File: config.mk
export PLATFORM = sky130hd
export DESIGN_NAME = irq_gateway_array
export DESIGN_NICKNAME = d
export VERILOG_FILES = /design/src/rtl/irq_pkg.sv /design/src/rtl/irq_edge_counter.sv /design/src/rtl/irq_gateway_array.sv
export SDC_FILE = /design/constraint.sdc
export NUM_CORES = 1
export LEC_CHECK = 0
export CORE_MARGIN = 2
export CORE_UTILIZATION = 25
export DETAILED_ROUTE_END_ITERATION = 7
export PLACE_DENSITY = 0.72
export SYNTH_ARGS = -nofsm -noshare
export SYNTH_HDL_FRONTEND = slang
export SYNTH_SLANG_ARGS = --single-unit
File: constraint.sdc
create_clock -name clk_i -period 0.8 [get_ports clk_i]
set_input_delay 0.12 -clock clk_i [delete_from_list [all_inputs] [get_ports clk_i]]
set_output_delay 0.12 -clock clk_i [all_outputs]
set_load 0.01 [all_outputs]
File: src/rtl/irq_pkg.sv
// Shared types and elaboration-time helpers for the interrupt gateway array.
// The helpers take the source-to-line map flattened to 64 sources x 8 bits.
package irq_pkg;

    typedef enum logic {
        IrqLevel = 1'b0,
        IrqEdge  = 1'b1
    } irq_mode_e;

    localparam int MaxSrc = 64;

    function automatic logic [MaxSrc-1:0] line_src_mask(
        input logic [MaxSrc*8-1:0] src_line,
        input int                  num_src,
        input int                  l
    );
        logic [MaxSrc-1:0] m;
        m = '0;
        for (int i = 0; i < num_src; i++) begin
            if (int'(src_line[i*8 +: 8]) == l) begin
                m[i] = 1'b1;
            end
        end
        return m;
    endfunction

    function automatic logic line_has_edge(
        input logic [MaxSrc*8-1:0] src_line,
        input logic [MaxSrc-1:0]   src_edge,
        input int                  num_src,
        input int                  l
    );
        return |(line_src_mask(src_line, num_src, l) & src_edge);
    endfunction

    function automatic logic line_has_level(
        input logic [MaxSrc*8-1:0] src_line,
        input logic [MaxSrc-1:0]   src_edge,
        input int                  num_src,
        input int                  l
    );
        return |(line_src_mask(src_line, num_src, l) & ~src_edge);
    endfunction

    function automatic int line_edge_count(
        input logic [MaxSrc*8-1:0] src_line,
        input logic [MaxSrc-1:0]   src_edge,
        input int                  num_src,
        input int                  l
    );
        logic [MaxSrc-1:0] m;
        int                n;
        m = line_src_mask(src_line, num_src, l) & src_edge;
        n = 0;
        for (int i = 0; i < MaxSrc; i++) begin
            if (m[i]) begin
                n++;
            end
        end
        return n;
    endfunction

endpackage

File: src/rtl/irq_edge_counter.sv
// Edge detector with a saturating pending count drained by claim acknowledges.
module irq_edge_counter #(
    parameter int CntWidth = 3
) (
    input  logic                clk_i,
    input  logic                rst_ni,
    input  logic                s_i,
    input  logic                enable_i,
    input  logic                ack_i,
    output logic [CntWidth-1:0] cnt_o,
    output logic                overflow_o
);
    logic                prev_q, prev_d;
    logic                ovf_q, ovf_d;
    logic [CntWidth-1:0] cnt_q, cnt_d;
    logic                edge_det, dec, sat;

    always_comb begin
        // prev tracks s even while disabled, so re-enabling a high input is not an edge.
        prev_d   = s_i;
        edge_det = s_i & ~prev_q & enable_i;
        dec      = ack_i & (cnt_q != '0);
        sat      = &cnt_q;
        cnt_d    = cnt_q;
        ovf_d    = ovf_q;
        if (edge_det && !dec) begin
            if (sat) begin
                ovf_d = 1'b1;
            end else begin
                cnt_d = cnt_q + CntWidth'(1);
            end
        end else if (!edge_det && dec) begin
            cnt_d = cnt_q - CntWidth'(1);
        end
    end

    always_ff @(posedge clk_i or negedge rst_ni) begin
        if (!rst_ni) begin
            prev_q <= 1'b0;
            ovf_q  <= 1'b0;
            cnt_q  <= '0;
        end else begin
            prev_q <= prev_d;
            ovf_q  <= ovf_d;
            cnt_q  <= cnt_d;
        end
    end

    assign cnt_o      = cnt_q;
    assign overflow_o = ovf_q;

endmodule

File: src/rtl/irq_gateway_array.sv
// Parametrised gateway from raw device IRQ wires onto PLIC interrupt lines:
// synchroniser, polarity, level/edge handling and source-to-line OR mapping.
module irq_gateway_array
    import irq_pkg::*;
#(
    parameter int                     NumSrc       = 8,
    parameter int                     NumIrqs      = 32,
    parameter int                     SyncStages   = 2,
    parameter int                     CntWidth     = 3,
    parameter logic [NumSrc-1:0][7:0] SrcLine      = {8'd8, 8'd7, 8'd6, 8'd5,
                                                      8'd4, 8'd3, 8'd2, 8'd1},
    parameter logic [NumSrc-1:0]      SrcEdge      = '0,
    parameter logic [NumSrc-1:0]      SrcActiveLow = '0
) (
    input  logic                       clk_i,
    input  logic                       rst_ni,
    input  logic [NumSrc-1:0]          irq_i,
    input  logic [NumSrc-1:0]          enable_i,
    input  logic [NumIrqs-1:0]         ack_i,
    output logic [NumIrqs-1:0]         interrupts_o,
    output logic [NumIrqs-1:0]         edge_trigger_o,
    output logic [NumSrc*CntWidth-1:0] pending_o,
    output logic [NumSrc-1:0]          overflow_o
);
    localparam logic [MaxSrc*8-1:0] SrcLineFlat = (MaxSrc*8)'(SrcLine);
    localparam logic [MaxSrc-1:0]   SrcEdgeFlat = MaxSrc'(SrcEdge);

    logic [NumSrc-1:0] s;
    logic [NumSrc-1:0] contrib;
    logic [MaxSrc-1:0] contrib_ext;
    logic              unused_ack;

    // Acks on level lines are deliberately ignored.
    assign unused_ack = ^ack_i;

    for (genvar gi = 0; gi < NumSrc; gi++) begin : g_src
        localparam int        Line = int'(SrcLine[gi]);
        localparam irq_mode_e Mode = SrcEdge[gi] ? IrqEdge : IrqLevel;

        if (Line == 0 || Line >= NumIrqs) begin : g_bad_line
            $error("irq_gateway_array: source %0d mapped to invalid line %0d", gi, Line);
        end

        logic sync_out;
        if (SyncStages == 0) begin : g_nosync
            assign sync_out = irq_i[gi];
        end else begin : g_sync
            logic [SyncStages-1:0] sync_q, sync_d;
            always_comb begin
                sync_d[0] = irq_i[gi];
                for (int k = 1; k < SyncStages; k++) begin
                    sync_d[k] = sync_q[k-1];
                end
            end
            always_ff @(posedge clk_i or negedge rst_ni) begin
                if (!rst_ni) begin
                    sync_q <= '0;
                end else begin
                    sync_q <= sync_d;
                end
            end
            assign sync_out = sync_q[SyncStages-1];
        end

        assign s[gi] = sync_out ^ SrcActiveLow[gi];

        if (Mode == IrqEdge) begin : g_edge
            logic [CntWidth-1:0] cnt;
            logic                ovf;
            irq_edge_counter #(
                .CntWidth(CntWidth)
            ) u_cnt (
                .clk_i      (clk_i),
                .rst_ni     (rst_ni),
                .s_i        (s[gi]),
                .enable_i   (enable_i[gi]),
                .ack_i      (ack_i[Line]),
                .cnt_o      (cnt),
                .overflow_o (ovf)
            );
            assign pending_o[gi*CntWidth +: CntWidth] = cnt;
            assign overflow_o[gi]                     = ovf;
            assign contrib[gi]                        = (cnt != '0);
        end else begin : g_level
            logic lvl_q, lvl_d;
            assign lvl_d = s[gi] & enable_i[gi];
            always_ff @(posedge clk_i or negedge rst_ni) begin
                if (!rst_ni) begin
                    lvl_q <= 1'b0;
                end else begin
                    lvl_q <= lvl_d;
                end
            end
            assign pending_o[gi*CntWidth +: CntWidth] = '0;
            assign overflow_o[gi]                     = 1'b0;
            assign contrib[gi]                        = lvl_q;
        end
    end

    assign contrib_ext = MaxSrc'(contrib);

    // Line 0 is reserved by the PLIC.
    assign interrupts_o[0] = 1'b0;

    for (genvar gl = 1; gl < NumIrqs; gl++) begin : g_line
        localparam logic [MaxSrc-1:0] LineMask = line_src_mask(SrcLineFlat, NumSrc, gl);

        if (line_edge_count(SrcLineFlat, SrcEdgeFlat, NumSrc, gl) > 1 ||
            (line_has_edge(SrcLineFlat, SrcEdgeFlat, NumSrc, gl) &&
             line_has_level(SrcLineFlat, SrcEdgeFlat, NumSrc, gl))) begin : g_bad_mix
            $error("irq_gateway_array: line %0d has conflicting edge/level sources", gl);
        end

        assign interrupts_o[gl] = |(contrib_ext & LineMask);
    end

    // Edge sources present a held level, so the PLIC sees every line as level.
    assign edge_trigger_o = '0;

endmodule
### After elaboration in Yosys (flattened, before gate mapping)

Cells that the tools add are included.

| storage, ports and cells | value |
|---|---|
| bits in registers | 24 |
| output and inout bits | 96 |
| logic and storage cells | 24 |

| cells by class | value |
|---|---|
| bitwise gates (word level) | 8 |

Operators with widths:

| cell | number |
|---|---|
| $and A1 B1 Y1 | 8 |

### Logic depth before layout (Yosys ltp)

Gate-level depths: netlist of the first run.

| depth | value |
|---|---|
| depth after elaboration | 1 |
| mapped depth | 1 |

### Least setup slack after synthesis of the first run

No wires, ideal clock.

| timing path | value |
|---|---|
| kind | register to output |
| from | register g_src[0].g_level.lvl_q |
| to | output interrupts_o[1] |
| stages on the path, launching flop included | 2 |
| slack | 0.213 ns |
| arrival time | 0.467 ns |
| path through | dfrtp_1 -> buf_4 |

RTL lines:

| element | line | source |
|---|---|---|
| start: declaration | irq_gateway_array.sv:85 | `logic lvl_q, lvl_d;` |
| start signal: assignment | irq_gateway_array.sv:91 | `lvl_q <= lvl_d;` |
| end: declaration | irq_gateway_array.sv:20 | `output logic [NumIrqs-1:0] interrupts_o,` |

No word-level cell between the ends.

### Worst setup path after layout of the first run

| timing path | value |
|---|---|
| from | register g_src[1].g_level.lvl_q |
| to | output interrupts_o[2] |

RTL lines:

| element | line |
|---|---|
| start: declaration | irq_gateway_array.sv:85 |
| start signal: assignment | irq_gateway_array.sv:91 |

No word-level cell between the ends.

==> metrics.txt, run 1 <==
Site Rows=27; unique cell type count in the Yosys netlist=4; Setup Viol. Count Final=8; cts bufs inserted=3; Total Wirelength=1410 µm; core area=0.00541 mm²; Fillers=591; Layout Nets=201; Die ar.=0.00611 mm²; Worst Slack Setup Final=-0.0847 ns; Tot Pwr=2.69 mW; mapped cell area=0.00138 mm²; CP max stage delay=0.36 ns; final worst path period need=0.885 ns; # IOs=146; Cell Pwr Density=1940 mW/mm²; max-cap viol count=0; register area share after synthesis=43.7%; gr usage total=4.36%; dpl ws=-0.171 ns; dpl hpwl=1220 µm; setup bufs post-CTS=0; Vias/cell=2.47; startpoint types=flip-flop; total number of vias=548; Worst Setup Path Type=flip-flop to primary output; Final Skew=0.00456 ns; Setup TNS=-0.614 ns; Yosys reg bits=24; worst path cell trace=buf_2; top cell type's share of synthesized area=52.4%; wire length on met1=488 µm; pin count of the biggest net entering global routing=25; DRT antenna net count=0; Max Clk Rate=1130 MHz; Crit Path Max Fanout=1; Syn Inst Count=129; vias in the first global route=389; failing checks=negative setup slack; Detailed Route Iter0 Violations=8; Inserted Diodes=0; CTS tree=built; DR WL/cell=6.36 µm; gr ovfl total=0; status=finished with violations; clk sink count=24; clk buf depth=2; leakage=0.748 nW; Top delay family on crit path=flip-flops; Die Y-Extent=78.2 µm; metal2 WL=695 µm; Max Slew Vio Count=0; drc violations=0; first-pass GRT wire length=1990 µm; 1st-pass router iterations=3; share of cells above drive strength 1=8.67%; Crit-path slowest cell=dfrtp_1; root buffer cell=clkbuf_8; clk slew on worst S/H paths=0.09 ns; layout overhead on the synthesized area=0.728%; Worst EP arrival=0.76 ns; CTS Hold Bufs=0; Final Cell Area=0.00139 mm²; crit path buf inv count=1; cts repair resizes=33; routability cong.=0.600; Syn Area/Cell=10.7 µm²; Synth warnings=0; chip width=78.2 µm; initial antenna violation count=0; critical path data required time=0.68 ns; Hold Crit Class=input pin to async pin; Initial Util=25.4%; top post-synthesis cells by area=buf_4 52%, dfrtp_1 44%, and2_1 3.6%; clock latency on the worst-skew pair=0.26 ns; Port Buffers=25; Fin Hold WS=0.191 ns; RSZ-0062 raised after global routing=yes; final period utilization=111%; metal3 WL=230 µm; Max VDD drop=619 µV; uppermost layer routed=met3; Synth area leader=buf_4; Hold Vio Cnt, Final=0; CTS H-tree depth=1; CP Capture Type=primary output; DP Area=0.00134 mm²
path summary, 6_finish.rpt:
kind,start,end,slack (ns),cells after the start
worst max-delay path,g_src[1].g_level.lvl_q,interrupts_o[2],-0.08,1
worst min-delay path,rst_ni,g_src[0].g_sync.sync_q[0],0.19,2
worst max register to register,g_src[5].g_sync.sync_q[1],g_src[5].g_level.lvl_q,0.16,1
worst min register to register,g_src[0].g_sync.sync_q[0],g_src[0].g_sync.sync_q[1],0.35,0
max in group asynchronous,rst_ni,g_src[7].g_level.lvl_q,0.47,2
min in group clk_i,irq_i[0],g_src[0].g_sync.sync_q[0],0.28,1
placed cells by master (no fill, tap or decap):
cell type / n
and2_1: 8
buf_12: 1
buf_2: 6
buf_6: 2
bufinv_16: 1
clkbuf_8: 3
clkdlybuf4s50_1: 17
conb_1: 88
dfrtp_1: 24
kinds of logic after synthesis:
kind of cell / Yosys count / share of synthesized area, %
other: 1 / 0.273
buffers and inverters: 96 / 52.4
and+or+nand+nor: 8 / 3.64
DFF: 24 / 43.7
final cells by class:
cell class,instances,area [µm²],share of cell area [%]
tap,72,90.1,6.50
clock inverter,1,30.0,2.17
timing repair buffer,26,243,17.5
clock buffer,3,41.3,2.98
sequential,24,601,43.4
multi-input combinational,96,380,27.5
state kept, by name, summed over array words and instances (netlist names):
register / cells
g_src.g_level.lvl_q: 8
g_src.g_sync.sync_q: 16
power breakdown:
part	internal [mW]	switching, mW	total [mW]
logic	0.111	0.244	0.355
clock network	0.668	0.379	1.05
registers	1.27	0.0123	1.28
total	2.05	0.635	2.69
cell usage after synthesis (all sizes together):
cell	number
conb	1
and2	8
buf	96
dfrtp	24
metal layers:
layer  GRT usage, %  up-vias
met4           1.05        0
li1               -      243
met2           6.81       52
met3           3.22        0
met1           4.74      253
met5              0        -
through the flow:
stage / instances / utilization, %
global placement: 218 / 24.8
detailed placement: 218 / 24.8
finish: 222 / 25.6
CTS: 222 / 25.5
global route: 222 / 25.6
floorplan: 216 / -
(Power assumes the default switching activity.)
==> run 2: changes to the inputs <==
--- a/config.mk
+++ b/config.mk
@@ -9,6 +9,7 @@
 export CORE_UTILIZATION = 25
 export DETAILED_ROUTE_END_ITERATION = 7
 export PLACE_DENSITY = 0.72
+export SLEW_MARGIN = 20
 export SYNTH_ARGS = -nofsm -noshare
 export SYNTH_HDL_FRONTEND = slang
 export SYNTH_SLANG_ARGS = --single-unit
==> results of run 2 <==
Same layout as run 1: the final DEF is identical, and so are final timing and power.
